**src/rtl/handshake_pipe.sv**
```systemverilog
// handshake_pipe: valid/ready FIFO buffer whose upstream ready depends only on registered state.
// Defining HANDSHAKE_PIPE_BYPASS_EN lets a word pass straight through when the buffer is empty.
module handshake_pipe #(
  parameter int DATA_W = 8,
  parameter int DEPTH  = 4
) (
  input  logic                       clk,
  input  logic                       reset_n,
  input  logic                       valid_pre_i,
  input  logic [DATA_W-1:0]          data_i,
  output logic                       ready_pre_o,
  output logic                       valid_post_o,
  output logic [DATA_W-1:0]          data_o,
  input  logic                       ready_post_i,
  output logic [$clog2(DEPTH+1)-1:0] level_o
);

  localparam int PW = $clog2(DEPTH);
  localparam int LW = $clog2(DEPTH + 1);
  localparam logic [LW-1:0] FULL_LVL = LW'(DEPTH);

  typedef enum logic [1:0] {
    ST_EMPTY,
    ST_PARTIAL,
    ST_FULL
  } occ_e;

  occ_e              state_q, state_d;
  logic [PW-1:0]     wr_ptr_q, wr_ptr_d;
  logic [PW-1:0]     rd_ptr_q, rd_ptr_d;
  logic [LW-1:0]     level_q, level_d;
  logic [DATA_W-1:0] mem_q [DEPTH];
  logic [DATA_W-1:0] mem_d [DEPTH];

  logic push;
  logic pop;
  logic bypass;
  logic store;
  logic drain;

  assign ready_pre_o = (state_q != ST_FULL);
  assign level_o     = level_q;

`ifdef HANDSHAKE_PIPE_BYPASS_EN
  // An empty buffer exposes the upstream word directly; it is only stored if nobody takes it.
  assign bypass = (state_q == ST_EMPTY) && valid_pre_i && ready_post_i;

  always_comb begin
    valid_post_o = 1'b1;
    data_o       = mem_q[rd_ptr_q];
    if (state_q == ST_EMPTY) begin
      valid_post_o = valid_pre_i;
      data_o       = data_i;
    end
  end
`else
  assign bypass       = 1'b0;
  assign valid_post_o = (state_q != ST_EMPTY);
  assign data_o       = valid_post_o ? mem_q[rd_ptr_q] : '0;
`endif

  assign push  = valid_pre_i && ready_pre_o;
  assign pop   = valid_post_o && ready_post_i;
  assign store = push && !bypass;
  assign drain = pop && !bypass;

  always_comb begin
    wr_ptr_d = wr_ptr_q;
    rd_ptr_d = rd_ptr_q;
    level_d  = level_q;
    mem_d    = mem_q;

    if (store) begin
      mem_d[wr_ptr_q] = data_i;
      wr_ptr_d        = wr_ptr_q + PW'(1);
    end
    if (drain) begin
      rd_ptr_d = rd_ptr_q + PW'(1);
    end

    if (store && !drain) begin
      level_d = level_q + LW'(1);
    end else if (drain && !store) begin
      level_d = level_q - LW'(1);
    end
  end

  // Occupancy class tracks the next level so ready/valid come straight from flops.
  always_comb begin
    state_d = ST_PARTIAL;
    if (level_d == '0) begin
      state_d = ST_EMPTY;
    end else if (level_d == FULL_LVL) begin
      state_d = ST_FULL;
    end
  end

  always_ff @(posedge clk) begin
    if (!reset_n) begin
      state_q  <= ST_EMPTY;
      wr_ptr_q <= '0;
      rd_ptr_q <= '0;
      level_q  <= '0;
    end else begin
      state_q  <= state_d;
      wr_ptr_q <= wr_ptr_d;
      rd_ptr_q <= rd_ptr_d;
      level_q  <= level_d;
    end
  end

  always_ff @(posedge clk) begin
    mem_q <= mem_d;
  end

endmodule

```
**config.mk**
```make
export PLATFORM = sky130hd
export DESIGN_NAME = handshake_pipe
export DESIGN_NICKNAME = d
export VERILOG_FILES = /design/src/rtl/handshake_pipe.sv
export SDC_FILE = /design/constraint.sdc
export NUM_CORES = 1
export LEC_CHECK = 0
export CORE_MARGIN = 2
export CORE_UTILIZATION = 48
export CTS_CLUSTER_DIAMETER = 200
export DETAILED_ROUTE_END_ITERATION = 6
export PLACE_DENSITY = 0.74
export SLEW_MARGIN = 15
export SYNTH_ARGS = -nofsm -noshare
export SYNTH_HDL_FRONTEND = slang
export SYNTH_SLANG_ARGS = --single-unit
```
**constraint.sdc**
```tcl
create_clock -name clk -period 4.19 [get_ports clk]
set_input_delay 1.257 -clock clk [delete_from_list [all_inputs] [get_ports clk]]
set_output_delay 1.257 -clock clk [all_outputs]
set_load 0.01 [all_outputs]
```
==> key figures <==
Timing
  • Final TNS setup: 0 ps
  • Crit share post-route: 0.8326
  • Setup WS post-layout: approximately 700 ps
  • RSZ-0062 raised after global routing: no
  • Achievable frequency: ~0.29 GHz
  • Max-slew headroom: 0.5781
  • Slew Limit Fails: 0
  • Period minus WS final: about 3500 ps
  • Final clock skew: 7.394 ps
  • Tightest Pin Transition: between 600 and 700 ps
  • Final setup viols: 0
  • Final Hold Viols: 0

Power
  • PD cells: 507.6 mW/mm²
  • P_leak: between 0.7 and 0.8 nW
  • Overall power: 1.090 mW
  • Maximum VDD drop: 0.2291 mV

Place
  • Final HPWL DP: 1968 µm
  • Port Buf Inserts: 24
  • Global placement routability congestion: 0.7069
  • Post-Place Setup Slack: between 900 and 1000 ps
  • Inst Count DP: 183

Synth
  • Yosys cell types: 30
  • Number of synthesized register bits: 41
  • Syn Std Cell Area: 0.001788 mm²
  • Syn Area/Cell: between 15 and 20 µm²
  • Register area share after synthesis: 0.6382
  • Yosys top cell area share: 0.5374
  • Syn_nets: 134
  • Mapped Cells: 116
  • Synth Warn #: 0
  • Biggest area consumer among synthesized cells: edfxtp_1
  • Synth top area cells: edfxtp_1 (54%), dfxtp_1 (10%), mux4_2 (10%), ha_1 (4.2%), and2_1 (3.1%)

Drt
  • Drt pass-1 iters: 4
  • Via density: 5.298
  • DR iter-0 viols: 42
  • WL/cell: 15.27 µm
  • Via Count: 1012
  • Post-Route WL: between 2000 and 3000 µm
  • Post-route ant nets: 0
  • DRC violations left: 0

Run
  • Maxcap violations: 0

Cells and area
  • Share of cells above drive strength 1: 0.1678
  • Nets: 160
  • Sequential cell area: 0.001141 mm²
  • Antenna Cells: 0
  • Fillers: between 200 and 300
  • Final Non-Filler Cells: 191
  • Multi-input gate area: ~600 µm²
  • Layout area overhead: 20.15%

Floorplanning
  • Placement Rows: 22
  • Die H: about 65 µm
  • Chip width: 65.03 µm
  • Die area: 0.004229 mm²
  • Core area: 0.003633 mm²
  • Initial core utilization: 0.4921
  • Ports: 25

GRT
  • Largest net degree at the start of global routing: 15
  • Total global routing overflow: 0
  • First-pass GRT wire length: 4767 µm
  • Vias in the first global route: 988
  • GRT Util Overall: 0.1585
  • Antenna violations before repair: 0

CTS
  • Depth of the CTS H-tree: 2
  • CTS Hold Bufs: 0
  • Post CTS Setup Buffer Count: 0
  • Root Driver: clkbuf_8
  • Clk Latency, worst-skew pair: about 300 ps
  • CTS tree: yes
  • Clock sink count: 41
  • CTS Buf Count: 5
  • Worst-path clk slew: 70 ps
  • CTS Buffer Depth: 2
  • # resized after CTS: 0

Min path
  • Hold EP: wr_ptr_q[0]
  • Hold path startpoint: wr_ptr_q[0]
  • Worst hold path class: reg2reg
  • Hold Crit Depth: 2

Worst setup path
  • CP max stage cell: dfxtp_1
  • Worst Path Max Fanout: 10
  • Crit Reg-Reg Startpoint: level_o[1]
  • Crit Path Class: reg2out
  • Worst Path Required: 2930 ps
  • Worst-path cell chain: mux4_2, and2_1, clkdlybuf4s50_1
  • Setup crit start kind: flip-flop
  • Slowest Stage Delay on Critical Path: approximately 730 ps
  • Element type at the critical path end: output pin
  • RR Endpoint: state_q[1]
  • R2r setup slk: 2410 ps
  • Worst EP arrival: 2230 ps
  • R2R depth: 7

Outcome
  • Run status: complete, no violations
==> kinds of logic after synthesis <==
group,count (synthesis),share of synthesized area
flip-flops,41,0.6382
XOR/XNOR,5,0.02870
AND/OR/NAND/NOR,34,0.1120
buffers and inverters,10,0.02519
AO/OA/AOI/OAI,10,0.04199
adder cells (fa/ha/maj),6,0.04199
multiplexers,10,0.1120
==> critical path, delay by kind of cell (launching register included) <==
kind | cells | cell delay [ps]
simple gates | 1 | 170
buf+inv | 1 | 470
mux | 1 | 580
flops | 1 | 730
==> cell usage in the layout (no fill, tap or decap) <==
master / instances
nand4b_1: 1
xor2_1: 2
dfxtp_1: 9
nand2_1: 4
nand2b_4: 1
edfxtp_1: 32
o21ai_1: 1
clkbuf_8: 5
mux2i_1: 2
or2b_1: 1
a21oi_1: 4
and2_4: 1
nand3_1: 2
and3_2: 4
o21ai_0: 2
clkinvlp_4: 1
ha_1: 6
nor2_1: 8
mux4_2: 8
clkinv_2: 2
inv_1: 5
o211ai_1: 1
a31oi_1: 1
nor3_1: 1
xnor2_1: 2
o221ai_4: 1
and4_1: 1
and2_1: 9
or2_1: 1
xnor2_2: 1
clkdlybuf4s50_1: 24
==> state kept, by name, indices dropped and copies added (netlist names) <==
register	cells
state_q	2
wr_ptr_q	2
level_o	3
rd_ptr_q	2
mem_q	32
==> area by class of cell <==
type                       instances  share of cell area
clock inverter                     3            0.008154
tap                               48             0.02796
multi-input combinational         65              0.2801
sequential                        41              0.5312
inverter                           5            0.008736
timing repair buffer              24              0.1118
clock buffer                       5             0.03203
==> metal layers <==
layer	vias up	GRT usage	part of all wire
met5	-	0	0
met4	0	0.06250	0.018
met3	7	0.05382	0.058
met2	22	0.2642	0.49
met1	505	0.1899	0.44
li1	478	-	-
==> through the flow <==
| stage | hold WS [ps] | instance area (µm²) | utilization |
|---|---|---|---|
| 2_1_floorplan | 537.5 | 1788 | - |
| 3_3_place_gp | 555.8 | 2062 | 0.5675 |
| 3_5_place_dp | 583.2 | 2062 | 0.5675 |
| 4_1_cts | 591.0 | 2148 | 0.5913 |
| 5_1_grt | 653.9 | 2148 | 0.5913 |
| 6_report | 585.9 | 2148 | 0.5913 |
==> where the power goes <==
part	internal (mW)	total (mW)	leakage, nW	switching, mW
clock	0.115	0.248	0.0439	0.133
combinational	0.182	0.320	0.328	0.137
sequential	0.480	0.523	0.368	0.0428
==> synthesized netlist by cell type (all sizes together) <==
cell type	count
a21oi	4
a31oi	1
and2	10
and3	4
and4	1
buf	5
dfxtp	9
edfxtp	32
ha	6
inv	5
mux2i	2
mux4	8
nand2	4
nand2b	1
nand3	2
nand4b	1
nor2	8
nor3	1
o211ai	1
o21ai	3
o221ai	1
or2	1
or2b	1
xnor2	3
xor2	2
==> worst max path at each step <==
stage                start         to  slack, ps  cells after the start
2_1_floorplan  rd_ptr_q[0]  data_o[0]       1690                      3
4_1_cts        rd_ptr_q[0]  data_o[1]        650                      3
6_report       rd_ptr_q[0]  data_o[7]        700                      3
3_5_place_dp   rd_ptr_q[0]  data_o[1]        980                      3
3_3_place_gp   rd_ptr_q[0]  data_o[7]        990                      3
5_1_grt        rd_ptr_q[0]  data_o[5]        550                      3
Power figures use the tool's default switching activity.
